===== src/rtl/systolic_seq_ctrl.sv =====
// systolic_seq_ctrl: clear/feed/done sequencer with skewed row/column operand enables for a systolic array
module systolic_seq_ctrl #(
  parameter int ROWS = 4,
  parameter int COLS = 4,
  parameter int KW = 8
) (
  input  logic            clk,
  input  logic            rst,
  input  logic            start,
  input  logic [KW-1:0]   k_len,
  input  logic            stall,
  input  logic            abort,
  output logic            busy,
  output logic            acc_clr,
  output logic            pe_en,
  output logic [ROWS-1:0] a_en,
  output logic [COLS-1:0] b_en,
  output logic            done
);
  localparam int TW = $clog2((1 << KW) + ROWS + COLS);
  typedef enum logic [1:0] {IDLE, CLEAR, FEED, DONE} state_t;
  state_t state, nxt;
  logic [KW-1:0] k_reg;
  logic [TW-1:0] t, total;
  logic run;
  assign total = TW'(k_reg) + TW'(ROWS + COLS - 2);
  assign run = state == FEED && !stall && !abort;
  always_ff @(posedge clk or negedge rst)
    if (!rst) begin
      state <= IDLE;
      t <= '0;
      k_reg <= '0;
    end else begin
      state <= nxt;
      if (state == IDLE && start) k_reg <= k_len;
      t <= state == CLEAR ? '0 : run ? t + TW'(1) : t;
    end
  always_comb begin
    nxt = state;
    if (state == IDLE) nxt = !start ? IDLE : k_len == '0 ? DONE : CLEAR;
    else if (abort) nxt = IDLE;
    else if (state == CLEAR) nxt = FEED;
    else if (state == FEED) nxt = (!stall && t == total - TW'(1)) ? DONE : FEED;
    else nxt = IDLE;
  end
  // t is the skew reference: row r / column c is live for k_reg cycles starting at t == r / c
  always_comb begin
    busy = state != IDLE;
    acc_clr = state == CLEAR && !abort;
    pe_en = run;
    done = state == DONE && !abort;
    a_en = '0;
    b_en = '0;
    for (int r = 0; r < ROWS; r++)
      a_en[r] = run && t >= TW'(r) && t < TW'(r) + TW'(k_reg);
    for (int c = 0; c < COLS; c++)
      b_en[c] = run && t >= TW'(c) && t < TW'(c) + TW'(k_reg);
  end
endmodule


===== config.mk =====
export PLATFORM = sky130hd
export DESIGN_NAME = systolic_seq_ctrl
export DESIGN_NICKNAME = d
export VERILOG_FILES = /design/src/rtl/systolic_seq_ctrl.sv
export SDC_FILE = /design/constraint.sdc
export NUM_CORES = 1
export LEC_CHECK = 0
export ABC_AREA = 0
export CORE_ASPECT_RATIO = 1.25
export CORE_MARGIN = 5
export CORE_UTILIZATION = 30
export CTS_CLUSTER_DIAMETER = 60
export DETAILED_ROUTE_END_ITERATION = 8
export MAX_ROUTING_LAYER = met4
export PLACE_DENSITY_LB_ADDON = 0.08
export SLEW_MARGIN = 25
export SYNTH_ARGS = -nofsm -noshare
export SYNTH_HDL_FRONTEND = slang
export SYNTH_SLANG_ARGS = --single-unit

===== constraint.sdc =====
create_clock -name clk -period 4.3 [get_ports clk]
set_clock_uncertainty 0.2 [all_clocks]
set_input_delay 1.29 -clock clk [delete_from_list [all_inputs] [get_ports clk]]
set_output_delay 1.29 -clock clk [all_outputs]
set_load 0.03 [all_outputs]

# Yosys cells after proc, flatten, opt, wreduce, memory -nomap -nowiden
# Cells that the tools add are included.
[word_totals] regBits=19 in_bits=13
[classes] n_addsub=6 n_lt_le_gt_ge=8 n_eq_ne=4 muxes=9 n_reduce_logical=20
[ops] cell="$lt 9x9->1" count=3
[ops] cell="$add 2x8->9 const A" count=2
[ops] cell="$ge 9x1->1 const B" count=2
[ops] cell="$ge 9x2->1 const B" count=2
[ops] cell="$mux 9" count=2
[ops] cell="$logic_and 1x1->1" count=14
[ops] cell="$mux 2" count=6
[ops] cell="$add 1x8->9 const A" count=1
[ops] cell="$add 8x3->9 const B" count=1
[ops] cell="$add 9x1->9 const B" count=1
[ops] cell="$eq 9x9->1" count=1
[ops] cell="$lt 9x8->1" count=1
[ops] cell="$sub 9x1->9 const B" count=1
[ops] cell="$logic_not 8->1" count=1
[ops] cell="$eq 2x2->1 const B" count=2
[ops] cell="$reduce_bool 2->1" count=2
[ops] cell="$eq 2x1->1 const B" count=1
[ops] cell="$logic_not 1->1" count=2
[ops] cell="$logic_not 2->1" count=1
[ops] cell="$mux 1" count=1

# Longest topological paths before layout
# Gate-level depths: netlist of run 1.
[depth] word_depth=9 mapped_depth=11 ltp_nobuf=10

# Least setup slack after synthesis of run 1
# Ideal clock, no wire load.
[synth_path] path_type="in2out" startpoint="input port abort" endpoint="output port b_en[1]" arrival_ps=2931 required_ps=2810 slack_ps=-121 cell_stages=5 n_path_buf=2 cell_sequence="nor3b_2 buf_2 nand2_1 nor3_1 buf_4"
[synth_via] elab_chain_len=4
[synth_lines] element="start: declaration" line_no="12" text="input logic abort,"
[synth_lines] element="$logic_not 1->1" line_no="27" text="assign run = state == FEED && !stall && !abort;"
[synth_lines] element="$logic_and 1x1->1" line_no="27"
[synth_lines] element="net pe_en" line_no="15" text="output logic pe_en,"
[synth_lines] element="$logic_and 1x1->1 (2 in series)"
[synth_lines] element="end: declaration" line_no="17" text="output logic [COLS-1:0] b_en,"
# The timed path passes the listed nets, and every way through them passes these cells.

# Worst setup path after layout of run 1
[layout_path] startpoint="input port abort" endpoint="output port a_en[3]"
[layout_via] elab_chain_len=4
[layout_lines] element="$logic_not 1->1" line_no="27"
[layout_lines] element="$logic_and 1x1->1" line_no="27"
[layout_lines] element="$logic_and 1x1->1 (2 in series)" line_no="55" text="a_en[r] = run && t >= TW'(r) && t < TW'(r) + TW'(k_reg);"
[layout_lines] element="end: declaration" line_no="16" text="output logic [ROWS-1:0] a_en,"
# Every way passes these cells.

==> flow_metrics.env, run 1 <==
export IMPL_syn_inst=260
export IMPL_ir_worst_vdd_mv=0.168
export IMPL_die_y_um=107
export IMPL_drt_initial_drc_count=42
export IMPL_drt_pre_antenna_iters=4
export IMPL_ios=25
export IMPL_largest_reg_flops=9
export IMPL_rsz0062_at_grt="false"
export IMPL_core_um2=7360
export IMPL_gr_total_overflow=0
export IMPL_holdPathStages=1
export IMPL_grt_pass1_vias=1816
export IMPL_synth_edf_count=0
export IMPL_synth_top_cells_by_count="45 x ha_1, 23 x xnor2_1, 20 x nor2_1"
export IMPL_diodes=0
export IMPL_fin_tns_setup_ns=0
export IMPL_p_leak_nw=1.20
export IMPL_clk_pin_slew_ns=0.07
export IMPL_final_min_clock_period_ns=4.20
export IMPL_dieArea_um2=9360
export IMPL_worstPathArrival_ns=2.71
export IMPL_fill_cells=796
export IMPL_ys_seq_elements=19
export IMPL_async_flop_share=1.00
export IMPL_drc=0
export IMPL_holdWs_ns=0.433
export IMPL_synth_nets=318
export IMPL_hp_start="k_reg[1]"
export IMPL_gp_congestion=0.812
export IMPL_grt_pass1_wl_um=9340
export IMPL_vias=1803
export IMPL_grt_max_degree=20
export IMPL_dp_hpwl_um=4600
export IMPL_yosysTopAreaCell="ha_1"
export IMPL_crit_path_end_kind="output pin"
export IMPL_yosysMostFrequentCell="ha_1"
export IMPL_synth_area_leaders="ha_1 25%, dfrtp_1 21%, xnor2_1 8.9%"
export IMPL_ys_types=40
export IMPL_postCtsHoldBufs=0
export IMPL_post_dp_cell_area_um2=2560
export IMPL_status="finished, final reports clean"
export IMPL_drv_slew=0
export IMPL_r2r_cells=7
export IMPL_netlist_area_leader_share=0.250
export IMPL_clock_path_buffers=2
export IMPL_root_buffer="clkbuf_8"
export IMPL_required_ns=2.81
export IMPL_maxCapViolCount=0
export IMPL_syn_to_final_growth_pct=15.9
export IMPL_layout_nets=340
export IMPL_seq_area_um2=478
export IMPL_io_buffers=24
export IMPL_start_util=0.306
export IMPL_synth_flop_cell="dfrtp_1"
export IMPL_worst_pin_slew_ns=0.508
export IMPL_timing_rr_start="state[0]"
export IMPL_fmax_mhz=238
export IMPL_numCtsBuffers=3
export IMPL_yosysWarningCount=0
export IMPL_hold_end="k_reg[1]"
export IMPL_slew_headroom=0.661
export IMPL_power_density_nw_per_um2=267
export IMPL_layout_drive_gt1_share=0.146
export IMPL_period_share=0.976
export IMPL_multi_input_area_um2=1640
export IMPL_setup_violations_final=0
export IMPL_seq_area_frac_synth=0.211
export IMPL_vias_per_cell=4.83
export IMPL_rrSetupSlack_ns=2.19
export IMPL_start_kind="input pin"
export IMPL_hold_class="register to register"
export IMPL_design_area_um2=2610
export IMPL_grt_total_usage=0.132
export IMPL_setup_worst_path_class="input pin to output pin"
export IMPL_utilization=0.355
export IMPL_synthesis_area_um2=2250
export IMPL_r2r_end="t[5]"
export IMPL_synth_area_per_cell_um2=8.67
export IMPL_antenna_found_initial=0
export IMPL_cts_max_level=1
export IMPL_cts_tree="done"
export IMPL_routed_wl_um=5570
export IMPL_clock_latency_ns=0.26
export IMPL_crit_fanout=4
export IMPL_antenna_left=0
export IMPL_cts_sinks=19
export IMPL_hold_viol=0
export IMPL_num_rows=35
export IMPL_wl_per_cell_um=14.9
export IMPL_die_w_um=87.5
-- worst max path at each step --
stage / startpoint / to / slack (ns) / depth (start not counted)
after global routing: k_reg[0] / a_en[1] / 0.006 / 11
after floorplan: abort / b_en[0] / 0.04 / 5
after global placement: abort / a_en[2] / 0.05 / 5
after CTS: abort / a_en[3] / 0.02 / 5
after detailed placement: abort / a_en[2] / 0.03 / 5
final: abort / a_en[3] / 0.10 / 5
-- placed cells by master (no fill, tap or decap), drive strengths merged, types with 2 or more instances in the layout --
cell           Yosys  routed
ha                45      45
xnor2             24      24
nor2              21      21
nand2             19      19
dfrtp             19      19
inv               17      17
buf               12      17
a21oi             16      16
clkdlybuf4s50      0      14
o21ai             11      11
nand4              9       9
xor2               8       8
mux2               8       8
nor3               8       8
nand3              5       5
nor2b              5       5
o21a               5       5
or3                4       4
nor4               4       4
a211oi             3       3
a21o               3       3
clkbuf             2       3
nand2b             2       2
a31oi              2       2
-- what timing repair did --
| action | in CTS | in global routing |
|---|---|---|
| resized for setup | 2 | 3 |
| pin swaps | 0 | 1 |
| endpoints found under the setup margin | 2 | 8 |
| setup buffers | 0 | 0 |
-- per-stage QoR --
stage | setup WS [ns] | instances | power, mW
floorplan | 0.0440 | 260 | 0.486
global placement | 0.0542 | 369 | 0.574
detailed placement | 0.0255 | 369 | 0.574
CTS | 0.0236 | 373 | 0.705
global route | 0.00566 | 373 | 0.762
finish | 0.103 | 373 | 0.697
-- worst max-delay path: stages --
cell and delay (ns):
clkdlybuf4s50_1 0.48, nor3b_4 0.29, nor4b_1 0.27, o21a_1 0.20, buf_4 0.17
-- power by group --
| group | switching, mW | internal [mW] | total (mW) |
|---|---|---|---|
| Clock | 0.0635 | 0.0644 | 0.128 |
| Sequential | 0.0450 | 0.196 | 0.241 |
| Combinational | 0.170 | 0.158 | 0.328 |
-- routing by layer --
layer	GRT usage	wire (µm)	vias to the layer above
met1	0.167	2630	827
li1	-	-	948
met4	0.0263	54	0
met3	0.0154	138	4
met2	0.224	2750	24
met5	-	0	-
-- area by class of cell --
cell class | count | share of cell area
sequential | 19 | 0.183
multi-input combinational | 210 | 0.629
inverter | 17 | 0.0244
tap | 92 | 0.0441
clock inverter | 1 | 0.00192
timing repair buffer | 31 | 0.102
clock buffer | 3 | 0.0158
-- kinds of logic after synthesis --
family | synth area share
AOI/OAI and AO/OA | 0.118
xor gates and xnor gates | 0.128
adders and majority gates | 0.250
buffers and inverters | 0.0694
DFF | 0.211
muxes | 0.0400
and+or+nand+nor | 0.184
Note: power is estimated with default switching activity, not from simulation.
==> run 2, diff against run 1 <==
Settings changed: ABC_CLOCK_PERIOD_IN_PS set to 4300, CAP_MARGIN set to 10.
==> results of run 2 <==
Same layout as run 1: the final DEF is identical, and so are final timing and power.
